`src/rtl/vga_sync_gen_pkg.sv`:
```
// Shared timing definitions for the VGA sync generator and the colour stages
// that consume its outputs.
//  - POS_W           : width of the pos_h / pos_v counters
//  - DEF_*           : 640x480@60Hz porch/sync defaults (25 MHz pixel clock)
//  - pos_t           : counter type
//  - vga_timing_t    : registered position + decoded blank/sync bundle
//  - in_win()        : unsigned window compare used by the sync decode
package vga_sync_gen_pkg;

    localparam int POS_W         = 10;
    localparam int POS_MAX_TOTAL = 1 << POS_W;

    localparam int DEF_CLK_DIV   = 2;
    localparam int DEF_H_VISIBLE = 640;
    localparam int DEF_H_FRONT   = 16;
    localparam int DEF_H_SYNC    = 96;
    localparam int DEF_H_BACK    = 48;
    localparam int DEF_V_VISIBLE = 480;
    localparam int DEF_V_FRONT   = 10;
    localparam int DEF_V_SYNC    = 2;
    localparam int DEF_V_BACK    = 33;
    localparam bit DEF_SYNC_POL  = 1'b0;

    typedef logic [POS_W-1:0] pos_t;

    typedef struct packed {
        pos_t pos_h;
        pos_t pos_v;
        logic blank;
        logic hsync;
        logic vsync;
    } vga_timing_t;

    // True while lo <= p < lo+len. Done in int so a window ending exactly at
    // 1024 does not wrap to zero.
    function automatic logic in_win(pos_t p, int lo, int len);
        return (int'(p) >= lo) && (int'(p) < lo + len);
    endfunction

endpackage

```
`src/rtl/vga_sync_gen_if.sv`:
```
// Timing bus between the sync generator and its consumers.
//  en           : run enable into the generator
//  pos_h/pos_v  : current pixel / line index
//  blank        : outside the visible area
//  hsync/vsync  : connector syncs
//  pix_tick     : first system clock of each new pixel
//  frame_start  : pulse with pix_tick when position becomes (0,0)
// master = generator, slave = colour stage / connector side.
interface vga_sync_gen_if;
    import vga_sync_gen_pkg::*;

    logic en;
    pos_t pos_h;
    pos_t pos_v;
    logic blank;
    logic hsync;
    logic vsync;
    logic pix_tick;
    logic frame_start;

    modport master (
        input  en,
        output pos_h, pos_v, blank, hsync, vsync, pix_tick, frame_start
    );

    modport slave (
        output en,
        input  pos_h, pos_v, blank, hsync, vsync, pix_tick, frame_start
    );
endinterface

```
`src/rtl/vga_sync_gen_pix_tick_gen.sv`:
```
// Pixel-rate divider.
//  clk, rst_n : system clock, async active-low reset
//  en         : run enable; low freezes the divider
//  adv        : combinational, high on the edge that ends a pixel (counters step)
//  pix_tick   : registered, high in the first clk of each new pixel
// With CLK_DIV=1 every enabled edge advances, so pix_tick stays high.
module pix_tick_gen #(
    parameter int CLK_DIV = 2
) (
    input  logic clk,
    input  logic rst_n,
    input  logic en,
    output logic adv,
    output logic pix_tick
);

    localparam int DIV_W = (CLK_DIV > 1) ? $clog2(CLK_DIV) : 1;

    logic [DIV_W-1:0] div_cnt;
    logic             wrap;

    assign wrap = (div_cnt == DIV_W'(CLK_DIV - 1));
    assign adv  = en && wrap;

    always_ff @(posedge clk or negedge rst_n) begin
        if (!rst_n) begin
            div_cnt  <= '0;
            pix_tick <= 1'b0;
        end else if (en) begin
            div_cnt  <= wrap ? '0 : div_cnt + DIV_W'(1);
            pix_tick <= wrap;
        end else begin
            pix_tick <= 1'b0;
        end
    end

endmodule

```
`src/rtl/vga_sync_gen.sv`:
```
// 640x480@60Hz VGA timing generator (geometry parameterised).
//  clk, rst_n : system clock, async active-low reset
//  bus        : vga_sync_gen_if.master -- en in; pos_h, pos_v, blank, hsync,
//               vsync, pix_tick, frame_start out
// Position, blank and syncs are all registered on the same edge, so they are
// mutually aligned with zero skew; decode works on the next counter values.
module vga_sync_gen
    import vga_sync_gen_pkg::*;
#(
    parameter int CLK_DIV   = DEF_CLK_DIV,
    parameter int H_VISIBLE = DEF_H_VISIBLE,
    parameter int H_FRONT   = DEF_H_FRONT,
    parameter int H_SYNC    = DEF_H_SYNC,
    parameter int H_BACK    = DEF_H_BACK,
    parameter int V_VISIBLE = DEF_V_VISIBLE,
    parameter int V_FRONT   = DEF_V_FRONT,
    parameter int V_SYNC    = DEF_V_SYNC,
    parameter int V_BACK    = DEF_V_BACK,
    parameter bit SYNC_POL  = DEF_SYNC_POL
) (
    input  logic           clk,
    input  logic           rst_n,
    vga_sync_gen_if.master bus
);

    localparam int H_TOTAL = H_VISIBLE + H_FRONT + H_SYNC + H_BACK;
    localparam int V_TOTAL = V_VISIBLE + V_FRONT + V_SYNC + V_BACK;

    generate
        if (H_TOTAL > POS_MAX_TOTAL || V_TOTAL > POS_MAX_TOTAL) begin : g_bad_total
            $error("vga_sync_gen: H_TOTAL/V_TOTAL exceed counter range");
        end
        if (CLK_DIV < 1) begin : g_bad_div
            $error("vga_sync_gen: CLK_DIV must be >= 1");
        end
    endgenerate

    logic        adv;
    logic        pix_tick;
    logic        frame_start;
    vga_timing_t cur;
    vga_timing_t nxt;

    pix_tick_gen #(.CLK_DIV(CLK_DIV)) u_tick (
        .clk      (clk),
        .rst_n    (rst_n),
        .en       (bus.en),
        .adv      (adv),
        .pix_tick (pix_tick)
    );

    // Next position, then decode from it so the registered flags land on the
    // same edge as the position they describe.
    always_comb begin
        nxt = cur;
        if (adv) begin
            if (cur.pos_h == POS_W'(H_TOTAL - 1)) begin
                nxt.pos_h = '0;
                if (cur.pos_v == POS_W'(V_TOTAL - 1)) nxt.pos_v = '0;
                else                                  nxt.pos_v = cur.pos_v + POS_W'(1);
            end else begin
                nxt.pos_h = cur.pos_h + POS_W'(1);
            end
        end
        nxt.blank = (int'(nxt.pos_h) >= H_VISIBLE) || (int'(nxt.pos_v) >= V_VISIBLE);
        nxt.hsync = in_win(nxt.pos_h, H_VISIBLE + H_FRONT, H_SYNC) ? SYNC_POL : ~SYNC_POL;
        nxt.vsync = in_win(nxt.pos_v, V_VISIBLE + V_FRONT, V_SYNC) ? SYNC_POL : ~SYNC_POL;
    end

    always_ff @(posedge clk or negedge rst_n) begin
        if (!rst_n) begin
            cur.pos_h   <= '0;
            cur.pos_v   <= '0;
            cur.blank   <= 1'b0;
            cur.hsync   <= ~SYNC_POL;
            cur.vsync   <= ~SYNC_POL;
            frame_start <= 1'b0;
        end else begin
            if (adv) cur <= nxt;
            // Post-reset (0,0) is never "reached", so the partial frame emits no pulse.
            frame_start <= adv && (nxt.pos_h == '0) && (nxt.pos_v == '0);
        end
    end

    assign bus.pos_h       = cur.pos_h;
    assign bus.pos_v       = cur.pos_v;
    assign bus.blank       = cur.blank;
    assign bus.hsync       = cur.hsync;
    assign bus.vsync       = cur.vsync;
    assign bus.pix_tick    = pix_tick;
    assign bus.frame_start = frame_start;

endmodule

```
`src/flat_wrapper.sv`:
```
// flat-port wrapper written by rule: the top's interface ports become plain ports
module vga_sync_gen_flat import vga_sync_gen_pkg::*;
#(
    parameter int CLK_DIV   = DEF_CLK_DIV,
    parameter int H_VISIBLE = DEF_H_VISIBLE,
    parameter int H_FRONT   = DEF_H_FRONT,
    parameter int H_SYNC    = DEF_H_SYNC,
    parameter int H_BACK    = DEF_H_BACK,
    parameter int V_VISIBLE = DEF_V_VISIBLE,
    parameter int V_FRONT   = DEF_V_FRONT,
    parameter int V_SYNC    = DEF_V_SYNC,
    parameter int V_BACK    = DEF_V_BACK,
    parameter bit SYNC_POL  = DEF_SYNC_POL
)
  (clk, rst_n, bus_en, bus_pos_h, bus_pos_v, bus_blank, bus_hsync, bus_vsync, bus_pix_tick, bus_frame_start);
  vga_sync_gen_if bus_i ();
  input  logic clk;
  input  logic rst_n;
  input wire logic [$bits(bus_i.en)-1:0] bus_en;
  output wire logic [$bits(bus_i.pos_h)-1:0] bus_pos_h;
  output wire logic [$bits(bus_i.pos_v)-1:0] bus_pos_v;
  output wire logic [$bits(bus_i.blank)-1:0] bus_blank;
  output wire logic [$bits(bus_i.hsync)-1:0] bus_hsync;
  output wire logic [$bits(bus_i.vsync)-1:0] bus_vsync;
  output wire logic [$bits(bus_i.pix_tick)-1:0] bus_pix_tick;
  output wire logic [$bits(bus_i.frame_start)-1:0] bus_frame_start;
  assign bus_i.en = bus_en;
  assign bus_pos_h = bus_i.pos_h;
  assign bus_pos_v = bus_i.pos_v;
  assign bus_blank = bus_i.blank;
  assign bus_hsync = bus_i.hsync;
  assign bus_vsync = bus_i.vsync;
  assign bus_pix_tick = bus_i.pix_tick;
  assign bus_frame_start = bus_i.frame_start;
  vga_sync_gen #(.CLK_DIV(CLK_DIV), .H_VISIBLE(H_VISIBLE), .H_FRONT(H_FRONT), .H_SYNC(H_SYNC), .H_BACK(H_BACK), .V_VISIBLE(V_VISIBLE), .V_FRONT(V_FRONT), .V_SYNC(V_SYNC), .V_BACK(V_BACK), .SYNC_POL(SYNC_POL)) u_core (.clk(clk), .rst_n(rst_n), .bus(bus_i));
endmodule
```
`config.mk`:
```
export PLATFORM = sky130hd
export DESIGN_NAME = vga_sync_gen_flat
export DESIGN_NICKNAME = d
export VERILOG_FILES = /design/src/rtl/vga_sync_gen_pkg.sv /design/src/rtl/vga_sync_gen_if.sv /design/src/rtl/vga_sync_gen_pix_tick_gen.sv /design/src/rtl/vga_sync_gen.sv /design/src/flat_wrapper.sv
export SDC_FILE = /design/constraint.sdc
export NUM_CORES = 1
export LEC_CHECK = 0
export CORE_AREA = 5 5 64 66
export DETAILED_ROUTE_END_ITERATION = 10
export DIE_AREA = 0 0 69 71
export PLACE_DENSITY = 0.77
export REMOVE_ABC_BUFFERS = 1
export SLEW_MARGIN = 10
export SYNTH_ARGS = -nofsm -noshare
export SYNTH_HDL_FRONTEND = slang
export SYNTH_HIERARCHICAL = 1
export SYNTH_SLANG_ARGS = --single-unit
```
`constraint.sdc`:
```
create_clock -name clk -period 2.59 [get_ports clk]
set_clock_uncertainty 0.15 [all_clocks]
set_input_delay 0.259 -clock clk [delete_from_list [all_inputs] [get_ports clk]]
set_output_delay 0.259 -clock clk [all_outputs]
set_load 0.02 [all_outputs]
```
==> flow_metrics.tcl, run 1 <==
set metrics [dict create \
    status "completed" \
    multiInputGateArea_um2 1010 \
    power_frac_clock_pct 14.5 \
    post-route-min-period_ns 2.44 \
    hold_path.class "in2async" \
    worst_slew_pin_slew_ns 0.389 \
    cts_buffers 3 \
    critPathMaxFanout 5 \
    grt_use_total_pct 18.6 \
    hold_buffers 0 \
    drive_gt1_share_pct 17.1 \
    core_area_um2 3520 \
    antenna_cells 0 \
    drc 0 \
    yosysUniqueCellTypes 53 \
    synth_area_um2 1760 \
    cp_cell_sequence "clkdlybuf4s50_1 > and2_2 > nand2_1 > nor4_4 > and3_1 > buf_4 > mux2i_1 > nand4_1 > nor4b_2" \
    path_class "in2reg" \
    gp_routability_congestion 0.899 \
    hold_ws_ns 0.135 \
    netlist_instances 196 \
    seqPwrFrac_pct 43.0 \
    grt_max_degree 27 \
    setup_viol 0 \
    firstDrtPassIters 4 \
    synth_edf_count 0 \
    yosysWarnings 6 \
    first_global_vias 1539 \
    fill_cells 346 \
    r2r_setup_slack_ns 0.18 \
    leakage_nw 0.960 \
    vias_per_cell 5.77 \
    synth_flop_cell "dfrtp_1" \
    drtAntennaViolNets 0 \
    drt-initial-drc-count 151 \
    fp.dieH_um 71 \
    clockBufferDepth 2 \
    start_kind "primary input" \
    final_common_cell "clkdlybuf4s50_1" \
    clock_latency_ns 0.32 \
    finalNonFillerCells 288 \
    critPathCaptureType "flip-flop" \
    antenna_found_initial 0 \
    h-tree-depth 1 \
    seq_area_um2 653 \
    synth-seq-cells 26 \
    io_buffers 27 \
    fin_nets 247 \
    fmax_mhz 410 \
    mostFrequentLayoutCells "clkdlybuf4s50_1 (27), buf_4 (25), dfrtp_1 (24)" \
    via_count 1662 \
    initial_core_util_pct 49.8 \
    dp_cells 284 \
    routedWlPerCell_um 15.5 \
    power_density_nw_per_um2 565 \
    fin_util_pct 63.4 \
    r2r_end "u_core/bus.frame_start$_DFF_PN0_" \
    drv_cap 0 \
    max_stage_delay_ns 0.48 \
    syn_avg_cell_area_um2 8.96 \
    reg2reg_depth 8 \
    hpwl_um 3360 \
    combPwrFrac_pct 42.5 \
    clk_pin_slew_ns 0.14 \
    cts_num_sinks 26 \
    fp-row-count 22 \
    die_area_um2 4900 \
    switching_share_pct 37.4 \
    crit_path_top_delay_cell "clkdlybuf4s50_1" \
    area_growth_pct 27.2 \
    ys_async_sr_fraction_pct 100 \
    die_w_um 69 \
    required_ns 2.67 \
    cts_tree "done" \
    maxSlewViolCount 0 \
    intPower_w 0.000789 \
    vdd_drop_max_v 0.000449 \
    synth-seq-area-share_pct 37.2 \
    crit_arrival_ns 2.51 \
    pin_count 28 \
    hold_violations 0 \
    r2r-start "u_core/u_tick/div_cnt$_DFFE_PN0P_" \
    clock-root-buffer "clkbuf_4" \
    grt_first_pass_wirelength_um 7530 \
    max_slew_margin_pct 74.1 \
    post-route-period-util_pct 94.1 \
    wl_um 4470 \
    p_sw_w 0.000472 \
    overflow 0 \
]
[kinds of logic (layout without fill, tap and decap cells)]
logic type | count (synthesis) | count (layout) | share of synthesized area [%]
fa+ha+maj | 3 | 3 | 2.14
xor+xnor | 14 | 14 | 6.99
mux | 3 | 3 | 1.78
flops | 26 | 26 | 37.2
buf+inv | 19 | 63 | 5.56
compound gates | 41 | 41 | 15.2
simple gates | 90 | 90 | 31.1
[registers in the layout (all words and copies together), names as in the netlist]
register and flops:
u_core/bus.blank 1, u_core/bus.frame_start 1, u_core/bus.hsync 1, u_core/bus.pos_h 10
u_core/bus.pos_v 10, u_core/bus.vsync 1, u_core/u_tick/div_cnt 1, u_core/u_tick/pix_tick 1
[per-layer routing]
layer | global-route usage (%) | wire length [um] | up-vias
li1 | - | - | 815
met1 | 25.5 | 1970 | 775
met2 | 30.0 | 2180 | 65
met3 | 3.13 | 264 | 7
met4 | 5.86 | 57 | 0
met5 | 0 | 0 | -
[area by class of cell]
type	instances	area share, %
sequential	26	29.2
timing repair buffer	52	20.5
clock buffer	4	1.18
inverter	7	1.18
tap	48	2.69
multi-input combinational	151	45.2
[power groups by stage]
stage	Combinational, W	Sequential [W]	Clock, W
floorplan	0.000208	0.000622	0
global placement	0.000529	0.000548	0
detailed placement	0.000532	0.000549	0
CTS	0.000536	0.000542	0.000189
global route	0.000579	0.000556	0.000207
finish	0.000536	0.000542	0.000183
[through the flow]
| stage | worst slack (ns) | cell area [um2] | setup TNS, ns | total power [W] |
|---|---|---|---|---|
| floorplan | -0.0312 | 1680 | -0.0312 | 0.000830 |
| detailed placement | -0.147 | 2200 | -0.232 | 0.00108 |
| finish | 0.152 | 2230 | 0 | 0.00126 |
| global placement | -0.0884 | 2200 | -0.0979 | 0.00108 |
| CTS | 0.160 | 2230 | 0 | 0.00127 |
| global route | -0.00189 | 2230 | -0.00189 | 0.00134 |
[worst max path at each step]
| stage | from | endpoint | slack [ns] | depth (start not counted) |
|---|---|---|---|---|
| after floorplan | u_core/bus.pos_h[0]$_DFFE_PN0P_ | u_core/bus.blank$_DFFE_PN0P_ | -0.03 | 7 |
| after CTS | u_core/bus.pos_h[2]$_DFFE_PN0P_ | u_core/bus.frame_start$_DFF_PN0_ | 0.16 | 6 |
| after global routing | u_core/bus.pos_h[2]$_DFFE_PN0P_ | u_core/bus.frame_start$_DFF_PN0_ | -0.002 | 7 |
| after detailed placement | bus_en | u_core/bus.frame_start$_DFF_PN0_ | -0.15 | 9 |
| after global placement | bus_en | u_core/bus.frame_start$_DFF_PN0_ | -0.09 | 9 |
| final | bus_en | u_core/bus.frame_start$_DFF_PN0_ | 0.15 | 9 |
[timing repair]
item / in CTS / in global routing
endpoints found under the hold margin: 0 / 0
resized for setup: 0 / 1
setup endpoints to repair: 0 / 1
setup buffers: 0 / 0
[critical path: cells and delay by family]
| kind | cells | cell delay (ns) |
|---|---|---|
| multiplexers | 1 | 0.16 |
| AND/OR/NAND/NOR | 6 | 1.48 |
| buffers and inverters | 2 | 0.61 |
[synthesized netlist by cell type (6+ instances only)]
library cell / instances / area, um2
a21oi_1: 9 / 45.0
and3_1: 7 / 43.8
buf_2: 6 / 30.0
dfrtp_1: 24 / 601
inv_1: 7 / 26.3
nand2_1: 16 / 60.1
nand3_1: 6 / 30.0
nand4_1: 9 / 56.3
nor2_1: 16 / 60.1
nor3_1: 9 / 45.0
o21ai_0: 10 / 50.1
xnor2_1: 9 / 78.8
(Power assumes the default switching activity.)
==> inputs of run 2 (changes only) <==
--- a/config.mk
+++ b/config.mk
@@ -5,6 +5,7 @@
 export SDC_FILE = /design/constraint.sdc
 export NUM_CORES = 1
 export LEC_CHECK = 0
+export CAP_MARGIN = 10
 export CORE_AREA = 5 5 64 66
 export DETAILED_ROUTE_END_ITERATION = 10
 export DIE_AREA = 0 0 69 71
==> results of run 2 <==
No change in the layout: final DEF, timing and power equal those of run 1.
